`src/rtl/fixed_to_bcd_formatter_if.sv`:
```
// Start/busy/done handshake and result bus between a Q16.16 producer and the
// BCD formatter; the formatter sits on the slave side.
interface fixed_to_bcd_formatter_if #(
    parameter int FRAC_DIGITS = 4
);
    logic                       start;
    logic [31:0]                data_in;
    logic                       busy;
    logic                       done;
    logic                       sign;
    logic [19:0]                int_bcd;
    logic [4*FRAC_DIGITS-1:0]   frac_bcd;

    modport master (
        output start, data_in,
        input  busy, done, sign, int_bcd, frac_bcd
    );

    modport slave (
        input  start, data_in,
        output busy, done, sign, int_bcd, frac_bcd
    );
endinterface

```
`src/rtl/fixed_to_bcd_formatter.sv`:
```
// Signed Q16.16 to sign + BCD digits: double-dabble on the integer part,
// then repeated multiply-by-10 (truncating) on the fraction, one step per clock.
module fixed_to_bcd_formatter #(
    parameter int FRAC_DIGITS = 4
) (
    input  logic                        clk,
    input  logic                        rst,
    fixed_to_bcd_formatter_if.slave     bus
);
    localparam int         FW        = 4 * FRAC_DIGITS;
    localparam logic [3:0] INT_LAST  = 4'd15;
    localparam logic [3:0] FRAC_LAST = 4'(FRAC_DIGITS - 1);

    typedef enum logic [1:0] {
        IDLE,
        INT_CONV,
        FRAC_CONV
    } state_t;

    state_t         state;
    state_t         next_state;

    logic           sign_r;
    logic [15:0]    int_sh;
    logic [19:0]    bcd_acc;
    logic [15:0]    frac_acc;
    logic [FW-1:0]  frac_sh;
    logic [3:0]     cnt;

    logic           done_q;
    logic           sign_q;
    logic [19:0]    int_q;
    logic [FW-1:0]  frac_q;

    logic           busy_c;
    logic           load;
    logic           int_step;
    logic           frac_step;
    logic           finish;

    logic [31:0]    mag;
    logic [19:0]    bcd_adj;
    logic [19:0]    bcd_next;
    logic [19:0]    prod;
    logic [FW-1:0]  frac_next;

    always_ff @(posedge clk) begin
        if (rst) begin
            state <= IDLE;
        end else begin
            state <= next_state;
        end
    end

    always_comb begin
        next_state = state;
        case (state)
            IDLE:      if (bus.start)          next_state = INT_CONV;
            INT_CONV:  if (cnt == INT_LAST)    next_state = FRAC_CONV;
            FRAC_CONV: if (cnt == FRAC_LAST)   next_state = IDLE;
            default:                           next_state = IDLE;
        endcase
    end

    always_comb begin
        busy_c    = (state != IDLE);
        load      = (state == IDLE) && bus.start;
        int_step  = (state == INT_CONV);
        frac_step = (state == FRAC_CONV);
        finish    = frac_step && (cnt == FRAC_LAST);
    end

    // Magnitude is taken as 32-bit unsigned so that -32768.0 stays representable.
    always_comb begin
        mag = bus.data_in[31] ? (~bus.data_in + 32'd1) : bus.data_in;
    end

    always_comb begin
        bcd_adj = bcd_acc;
        for (int i = 0; i < 5; i++) begin
            if (bcd_acc[4*i +: 4] >= 4'd5) begin
                bcd_adj[4*i +: 4] = bcd_acc[4*i +: 4] + 4'd3;
            end
        end
        bcd_next = (bcd_adj << 1) | 20'(int_sh[15]);
    end

    // The top nibble of frac_acc*10 is the next decimal digit, always 0..9.
    always_comb begin
        prod      = {4'd0, frac_acc} * 20'd10;
        frac_next = (frac_sh << 4) | FW'(prod[19:16]);
    end

    always_ff @(posedge clk) begin
        if (rst) begin
            sign_r   <= 1'b0;
            int_sh   <= '0;
            bcd_acc  <= '0;
            frac_acc <= '0;
            frac_sh  <= '0;
            cnt      <= '0;
            done_q   <= 1'b0;
            sign_q   <= 1'b0;
            int_q    <= '0;
            frac_q   <= '0;
        end else begin
            done_q <= 1'b0;
            if (load) begin
                sign_r   <= bus.data_in[31];
                int_sh   <= mag[31:16];
                bcd_acc  <= '0;
                frac_acc <= mag[15:0];
                frac_sh  <= '0;
                cnt      <= '0;
            end
            if (int_step) begin
                bcd_acc <= bcd_next;
                int_sh  <= int_sh << 1;
                cnt     <= (cnt == INT_LAST) ? 4'd0 : cnt + 4'd1;
            end
            if (frac_step) begin
                frac_acc <= prod[15:0];
                frac_sh  <= frac_next;
                cnt      <= cnt + 4'd1;
            end
            // Display-facing registers only move here, so a half-built value is never visible.
            if (finish) begin
                cnt    <= '0;
                done_q <= 1'b1;
                sign_q <= sign_r;
                int_q  <= bcd_acc;
                frac_q <= frac_next;
            end
        end
    end

    assign bus.busy     = busy_c;
    assign bus.done     = done_q;
    assign bus.sign     = sign_q;
    assign bus.int_bcd  = int_q;
    assign bus.frac_bcd = frac_q;
endmodule

```
`src/flat_wrapper.sv`:
```
// flat-port wrapper written by rule: the top's interface ports become plain ports
module fixed_to_bcd_formatter_flat 
#(
    parameter int FRAC_DIGITS = 4
)
  (clk, rst, bus_start, bus_data_in, bus_busy, bus_done, bus_sign, bus_int_bcd, bus_frac_bcd);
  fixed_to_bcd_formatter_if #(.FRAC_DIGITS(FRAC_DIGITS)) bus_i ();
  input  logic clk;
  input  logic rst;
  input wire logic [$bits(bus_i.start)-1:0] bus_start;
  input wire logic [$bits(bus_i.data_in)-1:0] bus_data_in;
  output wire logic [$bits(bus_i.busy)-1:0] bus_busy;
  output wire logic [$bits(bus_i.done)-1:0] bus_done;
  output wire logic [$bits(bus_i.sign)-1:0] bus_sign;
  output wire logic [$bits(bus_i.int_bcd)-1:0] bus_int_bcd;
  output wire logic [$bits(bus_i.frac_bcd)-1:0] bus_frac_bcd;
  assign bus_i.start = bus_start;
  assign bus_i.data_in = bus_data_in;
  assign bus_busy = bus_i.busy;
  assign bus_done = bus_i.done;
  assign bus_sign = bus_i.sign;
  assign bus_int_bcd = bus_i.int_bcd;
  assign bus_frac_bcd = bus_i.frac_bcd;
  fixed_to_bcd_formatter #(.FRAC_DIGITS(FRAC_DIGITS)) u_core (.clk(clk), .rst(rst), .bus(bus_i));
endmodule
```
`config.mk`:
```
export PLATFORM = sky130hd
export DESIGN_NAME = fixed_to_bcd_formatter_flat
export DESIGN_NICKNAME = d
export VERILOG_FILES = /design/src/rtl/fixed_to_bcd_formatter_if.sv /design/src/rtl/fixed_to_bcd_formatter.sv /design/src/flat_wrapper.sv
export SDC_FILE = /design/constraint.sdc
export NUM_CORES = 1
export LEC_CHECK = 0
export ABC_AREA = 1
export BUFFER_PORTS_ARGS = -buffer_cell sky130_fd_sc_hd__buf_2
export CORE_ASPECT_RATIO = 1.1
export CORE_MARGIN = 3
export CORE_UTILIZATION = 54
export CTS_CLUSTER_DIAMETER = 100
export DETAILED_ROUTE_END_ITERATION = 10
export GPL_TIMING_DRIVEN = 0
export HOLD_SLACK_MARGIN = 0.15
export MAX_ROUTING_LAYER = met4
export PLACE_DENSITY = 0.85
export SETUP_SLACK_MARGIN = 0.02
export SLEW_MARGIN = 20
export SYNTH_ARGS = -nofsm -noshare
export SYNTH_HDL_FRONTEND = slang
export SYNTH_SLANG_ARGS = --single-unit
```
`constraint.sdc`:
```
create_clock -name clk -period 2.02 [get_ports clk]
set_clock_uncertainty 0.05 [all_clocks]
set_input_delay 0 -clock clk [delete_from_list [all_inputs] [get_ports clk]]
set_output_delay 0 -clock clk [all_outputs]
set_load 0.01 [all_outputs]
```
==> impl_results.md <==
- Worst ir drop on vdd: about 670 uV
- WS Path Type: flip-flop to flip-flop
- Die X: 111 um
- # placed instances: 1,198
- Final hold vios: 0
- Final core occ: 70.8%
- EDFF count, synth: 0
- Critical path fanouts, max: 3
- Core area: 11,700 um2
- Cell area after layout: slightly above 8000 um2
- Area added between synthesis and finish: 25.5%
- Synth area leaders: dfxtp_1 33%, nand2_1 17%, ha_1 8.3%
- Crit path launch: u_core.frac_acc[1]$_SDFFE_PP0P_
- Footprint of the multi-input gates: 4150 um2
- Placed cell area: 7150 um2
- Number of global-route vias before repair: around 6,300
- IO Port Bufs: 72
- FMAX: around 500 MHz
- Clk sinks: 109
- Synth top area share: 33.1%
- Syn Inst Count: 976
- Worst-Margin Slew: 635 ps
- Element type at the critical path end: flip-flop
- Routed WL: 17,200 um
- Post-synthesis sequential area ratio: 33.1%
- Data required, critical path: 2250 ps
- Io pins: 74
- R2r startpoint: u_core.frac_acc[1]$_SDFFE_PP0P_
- Setup violations, final: 0
- Synth Flop Type: dfxtp_1
- Worst skew pair latency: 350 ps
- Die Ht: about 120 um
- Slowest stage cell on the critical path: fa_2
- Worst setup SP type: flip-flop
- Final number of max-transition violations: 0
- Async set-reset flop share out of synthesis: 0%
- Setup_tns: 0 ps
- Relative slew slack: 57.7%
- Pwr Density: 928 nW/um2
- Syn avg cell area: 6.76 um2
- Routed Antenna Nets: 0
- Root buffer cell: clkbuf_16
- Buf+Inv Stages, Crit Path: 0
- Via density: 5.33
- #FFs+latches synth: 109
- Register area: 2210 um2
- Gpl congestion: slightly above 0.9
- CP Cell Sequence: ha_4 > ha_4 > fa_2 > nand3_2 > nand3_4 > nand3_2 > nand2_2 > nand2_2 > nand2_1 > nand2_1 > nand3_2 > a21oi_2
- Reg2Reg Setup Slack: about 9.6 ps
- Synthesis Warnings: 0
- Most used cell, CP: nand3_2
- DRC Markers: 0
- Nets: 1,179
- Clock transition at path regs: roughly 70 ps
- Final Non-Filler Cells: about 1,300
- CP peak stage delay: ~380 ps
- Antenna Diode Count: 0
- Vias: 6,689
- Status: finished, final reports clean
- Htree depth: 3
- Initial core utilization: 56.4%
- Yosys top cell by area: dfxtp_1
- Die area: 13,600 um2
- Clk buf depth: 2
- First-pass GRT wire length: 28,300 um
- Syn_nets: 1,056
- WL per Instance: 13.8 um
- Cts bufs inserted: 9
- Worst Hold Class: input port to flip-flop
- Hold Crit Start: bus_data_in[0]
- Commonest non-fill, non-tap cell in the layout: nand2_1
- First-pass DRT Iterations: 5
- Post-detail-place hpwl: approximately 12,000 um
- Fillers: about 1,000
- Synth unique cells: 45
- Starting DRC count in detailed routing: 501
- Total track usage: 25.5%
- Leakage: approximately 3.6 nW
- Row count: around 40
- Period utilization: 99.5%
- Worst EP arrival: 2240 ps
- Largest net degree at the start of global routing: 19
- Total grt overflow: 0
- Synth Cell Area: roughly 6600 um2
- Initial antenna violation count: 0
- Hold WS: 164 ps
- Unrepaired setup endpoints after global routing: true
- Most frequent cells in the layout: 290 x nand2_1, 104 x inv_1, 100 x dfxtp_1
- Max cap viols: 0
- CTS tree: done
- Layout cell share with drive strength beyond 1: 21.3%
- Fin crit period: 2010 ps
- Critical path's top delay family: adder cells
[area by class of cell]
class / instances / share of cell area (%)
Buffer: 32 / 2.77
Clock buffer: 9 / 2.72
Clock inverter: 7 / 1.19
Inverter: 114 / 5.20
Multi-Input combinational cell: 721 / 50.1
Sequential cell: 109 / 26.6
Tap cell: 150 / 2.27
Timing Repair Buffer: 112 / 9.14
[cells by family (layout without fill, tap and decap cells)]
kind of cell | count (synthesis) | count (layout) | share of synthesized area (%)
AOI/OAI and AO/OA | 154 | 154 | 13.0
xor gates and xnor gates | 11 | 11 | 1.46
adders and majority gates | 45 | 45 | 8.65
buffers and inverters | 146 | 274 | 9.92
DFF | 109 | 109 | 33.1
and+or+nand+nor | 511 | 511 | 33.9
[cell usage after synthesis (2+ instances only)]
master    instances
nand3b_1          4
xnor2_1           2
o22ai_1           6
buf_6             6
nor3_1            4
buf_2             7
xor2_1            9
nand2_2           8
clkbuf_8          3
o221ai_1          2
buf_4             6
nor2_2           14
or2_1             4
nand4_1          12
nor2_1           60
and2_1            2
o21ai_2          10
nor2_4            3
a31oi_1          13
clkbuf_1          9
o21ai_1          10
ha_1             44
or2_2             3
o21ai_0          38
nand3_1          86
o211ai_1          2
dfxtp_1         109
nand2_1         303
inv_1           107
a21oi_1          68
nand3_2           2
inv_2             7
[path summary, 6_finish.rpt]
path / endpoint / cells after the start
hold reg to reg: u_core.bus.frac_bcd[12]$_SDFFE_PP0P_ / 2
setup reg to reg: u_core.frac_sh[0]$_SDFFE_PP0P_ / 12
setup / recovery: u_core.frac_sh[0]$_SDFFE_PP0P_ / 12
hold / removal: u_core.int_sh[5]$_SDFFE_PP0P_ / 6
[state kept, by name (all words and copies together), names as in the netlist]
register             cells
u_core.frac_acc         16
u_core.frac_sh          12
u_core.bus.int_bcd      20
u_core.bcd_acc          20
u_core.sign_r            1
u_core.bus.sign          1
u_core.cnt               4
u_core.state             2
u_core.int_sh           16
u_core.bus.frac_bcd     16
u_core.bus.done          1
[worst reg2reg max path, stage by stage, from the launching register on]
cell and delay (ps):
dfxtp_4 360, ha_4 240, ha_4 170, fa_2 380
nand3_2 90, nand3_4 90, nand3_2 90, nand2_2 70
nand2_2 70, nand2_1 50, nand2_1 90, nand3_2 70
a21oi_2 130
[through the flow]
step / power [mW] / setup WS [ps]
final: 7.68 / 9.62
after global routing: 8.15 / -114
after CTS: 7.16 / -3.71
after detailed placement: 5.11 / -242
after global placement: 5.05 / -209
after floorplan: 4.44 / 36.1
[metal layers]
layer	global-route usage [%]	vias to the layer above	share of wire, %
met5	-	-	0
met4	8.67	0	2.5
met3	4.12	45	4.4
met2	43.0	196	49
met1	31.3	3037	44
li1	-	3411	-
[repair_timing]
action                                 4_1_cts  5_1_grt
hold buffers                                37        0
setup buffers                                2        1
gates resized for setup                     20       68
setup endpoints to repair                   15       37
pin swaps                                    8       15
endpoints found under the hold margin       57        0
[power by group]
group / total, mW / switching, mW / internal [mW]
registers: 2.59 / 0.195 / 2.39
logic: 3.20 / 1.94 / 1.26
clock network: 1.90 / 0.805 / 1.09
total: 7.68 / 2.94 / 4.74
No activity file was read; power rests on OpenSTA's default activity.
